## src/rtl/led_peripheral_if.sv

```systemverilog
// Interconnect-side register access bus for the LED peripheral.
// The interconnect is the master; the peripheral answers reads combinationally.
interface led_peripheral_if;
    logic        rd_en_i;
    logic        wr_en_i;
    logic [31:0] addr_i;
    logic [31:0] data_i;
    logic [31:0] data_o;

    modport master (
        output rd_en_i,
        output wr_en_i,
        output addr_i,
        output data_i,
        input  data_o
    );

    modport slave (
        input  rd_en_i,
        input  wr_en_i,
        input  addr_i,
        input  data_i,
        output data_o
    );
endinterface

```

## src/rtl/led_peripheral.sv

```systemverilog
// Memory-mapped LED controller: static, blink and PWM-dimmed LED drive
// with a small register file decoded on addr_i[4:2].
module led_peripheral #(
    parameter int          NUM_LEDS     = 8,
    parameter logic [31:0] RESET_PERIOD = 32'd25000000
) (
    input  logic                clk,
    input  logic                rst_n,
    led_peripheral_if.slave     bus,
    output logic [NUM_LEDS-1:0] led_o
);
    localparam logic [2:0] OFS_LED_DATA = 3'd0;
    localparam logic [2:0] OFS_CTRL     = 3'd1;
    localparam logic [2:0] OFS_PERIOD   = 3'd2;
    localparam logic [2:0] OFS_DUTY     = 3'd3;
    localparam logic [2:0] OFS_TOGGLE   = 3'd4;
    localparam logic [2:0] OFS_STATUS   = 3'd5;

    logic [NUM_LEDS-1:0] led_data_reg;
    logic                blink_en_reg;
    logic                pwm_en_reg;
    logic [31:0]         blink_period_reg;
    logic [7:0]          pwm_duty_reg;
    logic [15:0]         toggle_cnt_reg;
    logic [31:0]         blink_cnt_reg;
    logic                phase_reg;
    logic [7:0]          pwm_cnt_reg;
    logic [NUM_LEDS-1:0] led_reg;

    logic [31:0]         blink_cnt_next;
    logic                phase_next;
    logic [15:0]         toggle_cnt_next;
    logic [7:0]          pwm_cnt_next;
    logic [NUM_LEDS-1:0] led_next;
    logic                toggle_evt;
    logic                pwm_on;
    logic                led_gate;
    logic [31:0]         rdata;

    logic [2:0] sel;
    logic       wr_led, wr_ctrl, wr_period, wr_duty, wr_toggle;
    logic       unused_addr_bits;

    assign sel              = bus.addr_i[4:2];
    assign unused_addr_bits = ^{bus.addr_i[31:5], bus.addr_i[1:0]};

    assign wr_led    = bus.wr_en_i && (sel == OFS_LED_DATA);
    assign wr_ctrl   = bus.wr_en_i && (sel == OFS_CTRL);
    assign wr_period = bus.wr_en_i && (sel == OFS_PERIOD);
    assign wr_duty   = bus.wr_en_i && (sel == OFS_DUTY);
    assign wr_toggle = bus.wr_en_i && (sel == OFS_TOGGLE);

    // Restart writes take priority over the engines, so no toggle is counted then.
    always_comb begin
        blink_cnt_next = blink_cnt_reg;
        phase_next     = phase_reg;
        toggle_evt     = 1'b0;
        if (blink_en_reg) begin
            if (blink_period_reg == 32'd0) begin
                blink_cnt_next = 32'd0;
            end else if (blink_cnt_reg == blink_period_reg - 32'd1) begin
                blink_cnt_next = 32'd0;
                phase_next     = ~phase_reg;
                toggle_evt     = 1'b1;
            end else begin
                blink_cnt_next = blink_cnt_reg + 32'd1;
            end
        end
        if (wr_ctrl) begin
            blink_cnt_next = 32'd0;
            phase_next     = 1'b1;
            toggle_evt     = 1'b0;
        end else if (wr_period) begin
            blink_cnt_next = 32'd0;
            phase_next     = phase_reg;
            toggle_evt     = 1'b0;
        end
    end

    always_comb begin
        toggle_cnt_next = toggle_cnt_reg + {15'd0, toggle_evt};
        if (wr_toggle) begin
            toggle_cnt_next = 16'd0;
        end
        pwm_cnt_next = pwm_cnt_reg;
        if (wr_ctrl) begin
            pwm_cnt_next = 8'd0;
        end else if (pwm_en_reg) begin
            pwm_cnt_next = pwm_cnt_reg + 8'd1;
        end
    end

    assign pwm_on   = ~pwm_en_reg | (pwm_duty_reg == 8'hFF) | (pwm_cnt_reg < pwm_duty_reg);
    assign led_gate = (~blink_en_reg | phase_reg) & pwm_on;

    generate
        for (genvar gi = 0; gi < NUM_LEDS; gi++) begin : g_led
            assign led_next[gi] = led_data_reg[gi] & led_gate;
        end
    endgenerate

    always_ff @(posedge clk) begin
        if (!rst_n) begin
            led_data_reg     <= '0;
            blink_en_reg     <= 1'b0;
            pwm_en_reg       <= 1'b0;
            blink_period_reg <= RESET_PERIOD;
            pwm_duty_reg     <= 8'd0;
            toggle_cnt_reg   <= 16'd0;
            blink_cnt_reg    <= 32'd0;
            phase_reg        <= 1'b1;
            pwm_cnt_reg      <= 8'd0;
            led_reg          <= '0;
        end else begin
            if (wr_led)    led_data_reg     <= bus.data_i[NUM_LEDS-1:0];
            if (wr_ctrl) begin
                blink_en_reg <= bus.data_i[0];
                pwm_en_reg   <= bus.data_i[1];
            end
            if (wr_period) blink_period_reg <= bus.data_i;
            if (wr_duty)   pwm_duty_reg     <= bus.data_i[7:0];
            toggle_cnt_reg <= toggle_cnt_next;
            blink_cnt_reg  <= blink_cnt_next;
            phase_reg      <= phase_next;
            pwm_cnt_reg    <= pwm_cnt_next;
            led_reg        <= led_next;
        end
    end

    always_comb begin
        rdata = 32'd0;
        case (sel)
            OFS_LED_DATA: rdata[NUM_LEDS-1:0] = led_data_reg;
            OFS_CTRL:     rdata[1:0]          = {pwm_en_reg, blink_en_reg};
            OFS_PERIOD:   rdata               = blink_period_reg;
            OFS_DUTY:     rdata[7:0]          = pwm_duty_reg;
            OFS_TOGGLE:   rdata[15:0]         = toggle_cnt_reg;
            OFS_STATUS:   rdata[1:0]          = {pwm_on, phase_reg};
            default:      rdata               = 32'd0;
        endcase
    end

    assign bus.data_o = bus.rd_en_i ? rdata : 32'd0;
    assign led_o      = led_reg;
endmodule

```

## src/flat_wrapper.sv

```systemverilog
// flat-port wrapper written by rule: the top's interface ports become plain ports
module led_peripheral_flat 
#(
    parameter int          NUM_LEDS     = 8,
    parameter logic [31:0] RESET_PERIOD = 32'd25000000
)
  (clk, rst_n, led_o, bus_rd_en_i, bus_wr_en_i, bus_addr_i, bus_data_i, bus_data_o);
  led_peripheral_if bus_i ();
  input  logic clk;
  input  logic rst_n;
  output logic [NUM_LEDS-1:0] led_o;
  input wire logic [$bits(bus_i.rd_en_i)-1:0] bus_rd_en_i;
  input wire logic [$bits(bus_i.wr_en_i)-1:0] bus_wr_en_i;
  input wire logic [$bits(bus_i.addr_i)-1:0] bus_addr_i;
  input wire logic [$bits(bus_i.data_i)-1:0] bus_data_i;
  output wire logic [$bits(bus_i.data_o)-1:0] bus_data_o;
  assign bus_i.rd_en_i = bus_rd_en_i;
  assign bus_i.wr_en_i = bus_wr_en_i;
  assign bus_i.addr_i = bus_addr_i;
  assign bus_i.data_i = bus_data_i;
  assign bus_data_o = bus_i.data_o;
  led_peripheral #(.NUM_LEDS(NUM_LEDS), .RESET_PERIOD(RESET_PERIOD)) u_core (.clk(clk), .rst_n(rst_n), .bus(bus_i), .led_o(led_o));
endmodule
```

## config.mk

```make
export PLATFORM = sky130hd
export DESIGN_NAME = led_peripheral_flat
export DESIGN_NICKNAME = d
export VERILOG_FILES = /design/src/rtl/led_peripheral_if.sv /design/src/rtl/led_peripheral.sv /design/src/flat_wrapper.sv
export SDC_FILE = /design/constraint.sdc
export NUM_CORES = 1
export LEC_CHECK = 0
export BUFFER_PORTS_ARGS = -buffer_cell sky130_fd_sc_hd__buf_2
export CORE_MARGIN = 5
export CORE_UTILIZATION = 52
export CTS_CLUSTER_SIZE = 16
export DETAILED_ROUTE_END_ITERATION = 8
export GPL_ROUTABILITY_DRIVEN = 0
export HOLD_SLACK_MARGIN = 0.06
export PLACE_DENSITY_LB_ADDON = 0.12
export SYNTH_ARGS = -nofsm -noshare
export SYNTH_HDL_FRONTEND = slang
export SYNTH_SLANG_ARGS = --single-unit
```

## constraint.sdc

```tcl
create_clock -name clk -period 4.8 [get_ports clk]
set_clock_uncertainty 0.2 [all_clocks]
set_input_delay 0.24 -clock clk [delete_from_list [all_inputs] [get_ports clk]]
set_output_delay 0.24 -clock clk [all_outputs]
set_load 0.02 [all_outputs]
```

* Word level (Yosys, flattened, before mapping)
Index checks and enable logic that the tools add are counted.
** Cells by class
- Reduce and logical (&&, ||, !) cells :: 11
- Equal/unequal tests :: 7
- Muxes and demuxes :: 12
- $lt $le $gt $ge :: 1
- $add $sub $neg :: 4
- Bitwise gates (word level) :: 18
** Operator list (count)
- $mux 32 :: 3
- $add 32x1->32 const B :: 1
- $eq 32x32->1 :: 1
- $logic_not 32->1 :: 1
- $sub 32x1->32 const B :: 1
- $pmux 6 s4 :: 1
- $add 16x1->16 :: 1
- $mux 16 :: 1
- $pmux 8 s2 :: 1
- $pmux 2 s6 :: 1
- $and 1x1->1 :: 9
- $add 8x1->8 const B :: 1
- $eq 8x8->1 const B :: 1
- $lt 8x8->1 :: 1
- $eq 3x2->1 const B :: 2
- $eq 3x3->1 const B :: 2
- $not 1->1 :: 6
- $logic_and 1x1->1 :: 5
- $mux 1 :: 5
- $reduce_and 4->1 :: 1
- $reduce_or 2->1 :: 2
- $eq 3x1->1 const B :: 1
- $logic_not 3->1 :: 1
- $or 1x1->1 :: 3
- $reduce_or 3->1 :: 1
** Word-level totals
- Input bits :: 68
- Logic and storage cells :: 63
- Bits in registers :: 115

* Depth between registers and ports, before layout
Gate-level depths: netlist of run 1.
- Depth in word-level cells :: 8
- Gate-level depth with buffers :: 19
- Gate-level depth less buffers :: 17

* Worst setup path before layout of run 1
No wires, ideal clock.
- Kind :: flip-flop to flip-flop
- From :: reg u_core.blink_period_reg[0]
- To :: reg u_core.toggle_cnt_reg[12]
- Slack :: 29 ps
- Cell stages (with the launch flop) :: 18
- Clock period less this slack :: 4771 ps
- Setup time :: 70 ps
- Data arrival time :: 4501 ps
- Cell sequence :: dfxtp_1 buf_6 or4_4 buf_6 or4_1 a221oi_2 nor3_1 or4_1 or4_4 nor3_1 and2_1 ha_1 ha_1 nand3_1 or3_1 clkbuf_1 or3_1 a21oi_1
** On the way
- Longest elaborated chain between the ends :: 8
- Elaborated cells between the ends (all ways) :: 9
- Those cells by class :: add/sub (2); eq/ne (1); mux (5); reduce/logical (1)
** Ends and longest elaborated chain
- start: declaration :: RTL line led_peripheral.sv:22 : logic [31:0] blink_period_reg;
- start signal: assignment :: RTL line led_peripheral.sv:120 : if (wr_period) blink_period_reg <= bus.data_i;
- $sub 32x1->32 :: RTL line led_peripheral.sv:61 : end else if (blink_cnt_reg == blink_period_reg - 32'd1) begin
- $eq 32x32->1 :: RTL line led_peripheral.sv:61
- $mux 1 :: RTL line led_peripheral.sv:61
- $mux 1 * :: RTL line led_peripheral.sv:59 : if (blink_period_reg == 32'd0) begin
- $mux 1 * :: RTL line led_peripheral.sv:58 : if (blink_en_reg) begin
- $mux 1 * :: RTL line led_peripheral.sv:73 : end else if (wr_period) begin
- $mux 1 * :: RTL line led_peripheral.sv:69 : if (wr_ctrl) begin
- $add 16x1->16 * :: RTL line led_peripheral.sv:81 : toggle_cnt_next = toggle_cnt_reg + {15'd0, toggle_evt};
- end signal: assignment :: RTL line led_peripheral.sv:122 : toggle_cnt_reg <= toggle_cnt_next;
- end: declaration :: RTL line led_peripheral.sv:24 : logic [15:0] toggle_cnt_reg;
Mark *: on every way between the ends. The rest lies on a longest branch, timed or not.
A chain may end at the register's enable or synchronous reset.

* Final worst setup path of run 1
- From :: reg u_core.blink_period_reg[1]
- To :: reg u_core.toggle_cnt_reg[10]
Same word-level chain as after synthesis.

==> flow_summary.toml, run 1 <==
[critical_path]
path_class = "reg2reg"
start_kind = "flip-flop"
cp.required_ps = 4940
cp-end-kind = "flip-flop"
path_max_fanout = 7
startpoint = "u_core.blink_period_reg[1]"
r2r-start = "u_core.blink_period_reg[1]"
critPathArrivalTime_ps = 4890

[cells_and_area]
multiInputGateArea_sq_um = 4190
antenna_cells = 0
layout.cells.non_filler = 1187
drive_gt1_share_pct = 17.1
fin_area_sq_um = 8450
fill_cells = 1115
area_delta_synth_final_pct = 24.8
register_area_sq_um = 2300
nets = 1082

[die]
die_x_um = 124
fp.dieH_um = 124
die-area_sq_um = 15400
start_util_pct = 53.4
rows = 41
ios = 108
coreArea_sq_um = 12700

[timing]
fmax_mhz = 210
hold_viol = 0
slew_headroom_pct = 26.5
hold_slack_ps = 74.6
fin_crit_ps = 4750
rsz0062_at_grt = "true"
finalCritPeriodShare_pct = 99.0
slew_violations = 0
setup_viol = 0
tightestPinTransition_ps = 1100

[clocking]
clk_path_buf_depth = 2
clock_latency_ps = 420
clockRootBuffer = "clkbuf_16"
tritoncts.num_buffers = 17
clk_pin_slew_ps = 60
clkSinkCount = 115
cts_tree = "built"
htreeDepth = 4

[power_and_ir_drop]
power.total_mw = 2.48
p_sw_uw = 608
power.internal_mw = 1.87
switching_share_pct = 24.5
seq_power_share_pct = 39.7
comb_power_share_pct = 7.9
clock_power_share_pct = 52.4
max-vdd-ir-drop_mv = 0.287
p_leak_nw = 3.32
p_per_area_nw_per_um2 = 293

[placed_design]
dpl.cell_count = 1117
place_hpwl_mm = 14.5
place_area_sq_um = 7420
port-buffer-count = 78

[route]
drtIter0Drc = 504
via_per_inst = 5.84
vias = 6937
post-route-drc-count = 0
ant_nets = 0
drt-wirelength-per-cell_um = 17.0
routed_wirelength_mm = 20.1
first_pass_iters = 5

[yosys]
muxShareOfSynthArea_pct = 2.13
synth_fp_nets = 963
synth_common_cells = "nand2_1, dfxtp_1, nor2_1"
synth_area_sq_um = 6770
synth_top_family_by_area = "simple AND/OR/NAND/NOR gates"
synth-edff-count = 0
yosysWarnings = 0
synth.most_common_cell = "nand2_1"
synth-xor-area-share_pct = 8.54
synth_ff_type = "dfxtp_1"
synthTopCellsByArea = "dfxtp_1, nand2_1, xor2_1, a21boi_0, xnor2_1"
synth_compound_area_share_pct = 17.3
synth-adder-area-share_pct = 2.22
synth_seq_cells = 115
async_reset_ff_share_pct = 0
synthSimpleGateAreaFrac_pct = 30.9
synth_cells = 883
synth_area_per_cell_sq_um = 7.67
yosysTopAreaCell = "dfxtp_1"
yosysSeqAreaShare_pct = 34.0
synth.distinct_cells = 61
synth_top_area_share_pct = 34.0

[outcome]
outcome = "finished, final reports clean"

[worst_hold_path]
min_from = "rst_n"
hold_path.class = "in2reg"

[global_route]
grt_overflow_total = 0
antenna_found_initial = 0
grt_pass1_wl_mm = 32.4
grtUsageTotal_pct = 26.9
grt_pass1_vias = 6639
grt_max_degree = 48

[job]
maxCapViolCount = 0
==> cell type report <==
cell class | instances | area share, %
multi-input cells | 691 | 49.6
flip-flops and latches | 115 | 27.3
repair buffers | 153 | 12.3
clock buffers | 17 | 5.03
well taps | 172 | 2.55
clock inverters | 15 | 2.16
inverters | 24 | 1.07
==> worst max-delay path: stages, from the launching register on <==
cell and delay (ps):
dfxtp_2 330, buf_4 140, or4_4 510, or4_4 430
a221oi_2 240, nor3_1 90, or4_1 550, or4_4 520
nor3_4 160, and2_1 150, ha_1 160, ha_2 200
nand3_2 70, or3_4 420, or3_4 340, a21oi_2 150
==> cell usage in the layout, fill, tap and decap left out, types with 24 or more instances in the layout <==
cell and n:
buf_4 39, xnor2_1 31, a21boi_0 38, xor2_1 35, nand3_1 35, dlygate4sd3_1 36
o21ai_0 44, and2_1 37, nor2_1 63, buf_2 78, dfxtp_1 113, a21oi_1 24
inv_1 24, nand2_1 154
==> power by group through the flow <==
stage	clock network, mW	registers (mW)	logic [mW]
after floorplan	0	0.996	0.111
after global placement	0	1.00	0.163
after detailed placement	0	1.00	0.167
after CTS	1.31	0.982	0.190
after global routing	1.36	0.984	0.213
final	1.30	0.983	0.195
==> routing by layer <==
| layer | routed length (um) | share of wire [%] | vias to the layer above | track usage (%) |
|---|---|---|---|---|
| met4 | 662 | 3.3 | 0 | 11.5 |
| met3 | 1480 | 7.3 | 66 | 6.04 |
| met1 | 8630 | 43 | 3259 | 34.2 |
| met2 | 9380 | 47 | 289 | 43.7 |
| li1 | - | - | 3323 | - |
| met5 | 0 | 0 | - | 0 |
==> stage by stage <==
stage               setup WS (ps)  setup TNS, ps  util [%]
floorplan                    28.5              0         -
CTS                          57.1              0      66.3
finish                       46.0              0      66.7
global route                 -107           -253      66.7
detailed placement           -163           -464      58.5
global placement             18.1              0      58.5
==> logic make-up (layout without fill, tap and decap cells) <==
family | count (synthesis) | after routing
AOI/OAI and AO/OA | 176 | 176
xor gates and xnor gates | 66 | 66
adders and majority gates | 12 | 12
buffers and inverters | 77 | 209
DFF | 115 | 115
muxes | 13 | 13
and+or+nand+nor | 424 | 424
==> final timing paths <==
check / to / slack [ps] / cells past startpoint
worst max-delay path: u_core.toggle_cnt_reg[10] / 50 / 15
worst min-delay path: u_core.blink_period_reg[18] / 70 / 2
worst max register to register: u_core.toggle_cnt_reg[10] / 50 / 15
worst min register to register: u_core.blink_period_reg[15] / 300 / 2
==> repair_timing <==
action / 4_1_cts / 5_1_grt
hold buffers: 36 / 0
setup endpoints to repair: 6 / 8
buffers inserted: 0 / 2
resized for setup: 3 / 10
pin swaps: 0 / 3
hold endpoints to repair: 52 / 0
No activity file was read; power rests on OpenSTA's default activity.
==> inputs of run 2 (changes only) <==
- BUFFER_PORTS_ARGS: -buffer_cell sky130_fd_sc_hd__buf_2 -> -buffer_cell sky130_fd_sc_hd__clkbuf_2
==> run 2 against run 1 <==
Compared with the run above: critical path depth grew 2; clock power increased by 6%; flip-flop and latch count is the same; register-to-register slack improved by 200 ps; critical endpoint unchanged.
==> flow_summary.toml, run 2 (same netlist as run 1, synthesis figures left out) <==
[outcome]
outcome = "finished, final reports clean"

[clocking]
clkSinkCount = 115
clk_path_buf_depth = 2
clk_pin_slew_ps = 60
clock_latency_ps = 420
htreeDepth = 4
clockRootBuffer = "clkbuf_16"
cts_tree = "built"
tritoncts.num_buffers = 17

[route]
first_pass_iters = 5
ant_nets = 0
via_per_inst = 5.82
drtIter0Drc = 576
drt-wirelength-per-cell_um = 16.9
post-route-drc-count = 0
routed_wirelength_mm = 20.0
vias = 6893

[cells_and_area]
final_cell_mix = "nand2_1, dfxtp_1, clkbuf_2"
fill_cells = 1107
final_common_cell = "nand2_1"
layout.cells.non_filler = 1185
nets = 1080
area_delta_synth_final_pct = 25.1
antenna_cells = 0
drive_gt1_share_pct = 17.0

[timing]
fmax_mhz = 220
slew_headroom_pct = 33.2
slew_violations = 0
fin_crit_ps = 4560
fin_ws_ps = 245
finalCritPeriodShare_pct = 94.9
tightestPinTransition_ps = 1000
rsz0062_at_grt = "false"
hold_viol = 0
setup_viol = 0

[worst_hold_path]
hold_path.class = "in2reg"
min_from = "bus_addr_i[2]"
min_path_cells = 4
min_to = "u_core.pwm_en_reg"

[critical_path]
cp-end-kind = "flip-flop"
cp.required_ps = 4940
start_kind = "flip-flop"
cp_num_buf_inv = 2
path_max_fanout = 7
r2r-start = "u_core.blink_period_reg[0]"
ff2ff_path_depth = 17
startpoint = "u_core.blink_period_reg[0]"
critPathArrivalTime_ps = 4690
r2r_end = "u_core.toggle_cnt_reg[10]"
cp_top_family = "simple AND/OR/NAND/NOR gates"
cpPeakStageDelay_ps = 530
r2r_slack_ps = 240
path_class = "reg2reg"
critPathSlowestCell = "or4_1"
path_cells = "inv_1 -> ha_1 -> nor3b_2 -> buf_4 -> or3_1 -> a221oi_2 -> nor3_1 -> or4_1 -> or4_4 -> nor3_4 -> and2_1 -> ha_1 -> ha_2 -> nand3_1 -> or3_4 -> or3_1 -> a21oi_1"

[placed_design]
dpl.cell_count = 1117
port-buffer-count = 78
pre_cts_slack_ps = -85.8
place_hpwl_mm = 14.4

[global_route]
grtUsageTotal_pct = 26.9
grt_max_degree = 58
grt_pass1_wl_mm = 32.4
grt_pass1_vias = 6642
grt_overflow_total = 0
antenna_found_initial = 0

[power_and_ir_drop]
p_per_area_nw_per_um2 = 301
p_leak_nw = 3.32
max-vdd-ir-drop_mv = 0.299
power.total_mw = 2.55

[die]
fp.dieH_um = 124
start_util_pct = 53.4
die_x_um = 124
ios = 108
coreArea_sq_um = 12700
rows = 41
die-area_sq_um = 15400

[job]
maxCapViolCount = 0
==> run 2: cell count changes in the layout (fill, tap and decap cells not counted), moves of 2 or more <==
cell | previous run | this run
clkbuf_8 | 0 | 3
inv_6 | 2 | 0
dlygate4sd3_1 | 36 | 33
clkbuf_2 | 0 | 78
buf_2 | 78 | 0
==> run 2: final cells by class <==
cell class,count,area (sq um),share of cell area (%)
well taps,172,215,2.54
repair buffers,151,1020,12.1
clock buffers,20,467,5.51
flip-flops and latches,115,2300,27.2
multi-input cells,691,4190,49.5
inverters,24,90.1,1.06
clock inverters,12,179,2.11
==> run 2: stage by stage <==
stage / util (%) / instance area, sq um / hold slack (ps) / setup TNS, ps
final: 66.8 / 8470 / 130 / 0
after global routing: 66.8 / 8470 / 141 / 0
after CTS: 66.3 / 8400 / 112 / 0
after detailed placement: 58.5 / 7420 / 254 / -218
after global placement: 58.5 / 7420 / 254 / 0
after floorplan: - / 6770 / 164 / 0
==> run 2: routing by layer <==
layer	global-route usage, %	wire length [um]
met3	5.72	1550
met4	10.1	520
met2	44.7	9370
met1	34.3	8580
met5	0	0
==> run 2: worst register-to-register path: stages (launching register included) <==
cell and delay (ps):
dfxtp_2 350, inv_1 50, ha_1 220, nor3b_2 190
buf_4 180, or3_1 360, a221oi_2 250, nor3_1 90
or4_1 530, or4_4 460, nor3_4 130, and2_1 150
ha_1 160, ha_2 180, nand3_1 90, or3_4 420
or3_1 330, a21oi_1 150
==> run 2: how the worst max path moves through the flow <==
| stage | slack, ps | endpoint | cells after the start |
|---|---|---|---|
| after detailed placement | -90 | u_core.toggle_cnt_reg[10] | 16 |
| after global placement | 30 | u_core.toggle_cnt_reg[10] | 16 |
| final | 240 | u_core.toggle_cnt_reg[10] | 17 |
| after floorplan | 30 | u_core.toggle_cnt_reg[12] | 17 |
| after CTS | 5 | u_core.toggle_cnt_reg[10] | 17 |
| after global routing | 30 | u_core.toggle_cnt_reg[10] | 17 |
==> run 2: repair_timing <==
item / CTS / global route
hold endpoints to repair: 52 / 0
pin swaps: 0 / 3
hold buffers: 33 / 0
setup buffers: 0 / 3
gates resized for setup: 2 / 9
endpoints found under the setup margin: 3 / 8
==> run 2: where the power goes <==
group	switching, mW	internal (mW)	total, mW
logic	0.110	0.0842	0.195
registers	0.0169	0.967	0.984
clock network	0.466	0.909	1.38
==> inputs of run 3 (changes only) <==
- CORE_UTILIZATION: 52 -> 57
- clock period: 4.8 -> 4.55 ns (I/O delays scaled with it)
==> run 3 against run 2 <==
Compared with the run above: via count is 1.3% higher; wire length is 0.59% higher; worst setup slack worse by 210 ps; first-iteration DRC count is 9.0% higher; register-to-register slack worse by 210 ps; maximum frequency is 0.99% higher; highest routed layer unchanged.
==> flow_summary.toml, run 3 (same netlist as run 1, synthesis figures left out) <==
[outcome]
outcome = "finished, final reports clean"

[job]
maxCapViolCount = 0

[power_and_ir_drop]
switching_share_pct = 25.3
p_sw_uw = 620
clock_power_share_pct = 49.0
p_leak_nw = 3.32
max-vdd-ir-drop_mv = 0.353
p_per_area_nw_per_um2 = 289
seq_power_share_pct = 42.2
power.internal_mw = 1.84
comb_power_share_pct = 8.9

[cells_and_area]
fin_area_sq_um = 8490
final_common_cell = "nand2_1"
fill_cells = 880
final_cell_mix = "nand2_1, dfxtp_1, clkbuf_2"
area_delta_synth_final_pct = 25.4
antenna_cells = 0
drive_gt1_share_pct = 18.9
nets = 1090

[clocking]
clock_latency_ps = 420
clk_pin_slew_ps = 50
cts_tree = "built"
clkSinkCount = 115
clk_path_buf_depth = 2
tritoncts.num_buffers = 17
htreeDepth = 4
clockRootBuffer = "clkbuf_16"

[route]
routed_wirelength_mm = 20.1
drt-wirelength-per-cell_um = 17.3
vias = 6983
first_pass_iters = 5
drtIter0Drc = 628
ant_nets = 0
post-route-drc-count = 0
via_per_inst = 5.99

[critical_path]
path_class = "reg2reg"
cp.required_ps = 4690
critPathArrivalTime_ps = 4650
path_max_fanout = 7
start_kind = "flip-flop"
cp-end-kind = "flip-flop"

[global_route]
grt_pass1_wl_mm = 33.2
antenna_found_initial = 0
grt_max_degree = 58
grtUsageTotal_pct = 28.7
grt_pass1_vias = 6783
grt_overflow_total = 0

[placed_design]
port-buffer-count = 78
place_area_sq_um = 7500
place_hpwl_mm = 14.5
pre_cts_slack_ps = -22.7

[die]
die-area_sq_um = 14200
rows = 39
start_util_pct = 58.8
die_x_um = 119
coreArea_sq_um = 11500
fp.dieH_um = 119
ios = 108

[timing]
tns_ps = 0
finalCritPeriodShare_pct = 99.1
fin_ws_ps = 39.5
setup_viol = 0
slew_violations = 0
rsz0062_at_grt = "true"
tightestPinTransition_ps = 1050
fin_crit_ps = 4510
hold_viol = 0
fmax_mhz = 222
slew_headroom_pct = 29.8

[worst_hold_path]
hold_path.class = "in2reg"
run 3: cell count changes in the layout (fill, tap and decap cells not counted), moves of 3 or more:
cell       change
buf_4          +7
bufinv_16      -4
a21oi_1        -3
a21oi_2        +3
buf_6          +3
nor4_2         +3
o21ai_0        -3
run 3: worst max-delay path, cell delays in order (launching register included):
cell      delay (ps)
dfxtp_2          340
inv_1             50
ha_1             210
nor3b_4          170
buf_6            150
or4_4            470
a221oi_2         220
nor3_1            80
or4_1            510
or4_4            450
nor3_4           220
and2_4           180
ha_4             140
ha_4             130
nand3_2           70
or3_4            370
or3_1            340
a21oi_2          120
run 3: area by class of cell:
| cell class | count | area [sq um] | share of cell area [%] |
|---|---|---|---|
| clock inverter | 12 | 83.8 | 0.987 |
| sequential | 115 | 2300 | 27.1 |
| inverter | 24 | 90.1 | 1.06 |
| multi-input combinational | 691 | 4260 | 50.2 |
| tap | 143 | 179 | 2.11 |
| timing repair buffer | 161 | 1120 | 13.2 |
| clock buffer | 20 | 457 | 5.38 |
run 3: routing by layer:
layer  vias up  GRT usage [%]  wire length [um]
met3        69           6.68              1540
li1       3343              -                 -
met5         -              0                 0
met1      3243           34.9              8370
met2       328           47.7              9540
met4         0           13.9               692
run 3: stage by stage:
stage / hold WS, ps / util [%] / std cells / power [mW]
detailed placement: 242 / 65.1 / 1098 / 1.24
global route: 76.4 / 73.8 / 1166 / 2.53
CTS: 63.2 / 72.7 / 1162 / 2.45
global placement: 238 / 65.1 / 1098 / 1.23
finish: 89.7 / 73.8 / 1166 / 2.46
floorplan: 151 / - / 883 / 1.17
run 3: repair_timing:
action | in CTS | in global routing
pin swaps | 0 | 4
buffers inserted | 0 | 4
gates resized for setup | 1 | 24
hold buffers | 32 | 0
endpoints found under the hold margin | 50 | 0
setup endpoints to repair | 3 | 9
run 3: path summary, 6_finish.rpt:
kind / cells past startpoint / slack [ps] / from / to
setup / recovery: 17 / 40 / u_core.blink_period_reg[0] / u_core.toggle_cnt_reg[12]
hold / removal: 3 / 90 / bus_wr_en_i / u_core.toggle_cnt_reg[0]
setup reg to reg: 17 / 40 / u_core.blink_period_reg[0] / u_core.toggle_cnt_reg[12]
hold reg to reg: 2 / 280 / u_core.toggle_cnt_reg[15] / u_core.toggle_cnt_reg[15]
run 3: power groups by stage:
stage | Combinational [mW] | Clock, mW | Sequential [mW]
3_5_place_dp | 0.183 | 0 | 1.06
4_1_cts | 0.206 | 1.21 | 1.03
6_report | 0.218 | 1.20 | 1.04
2_1_floorplan | 0.117 | 0 | 1.05
5_1_grt | 0.237 | 1.26 | 1.04
3_3_place_gp | 0.178 | 0 | 1.05
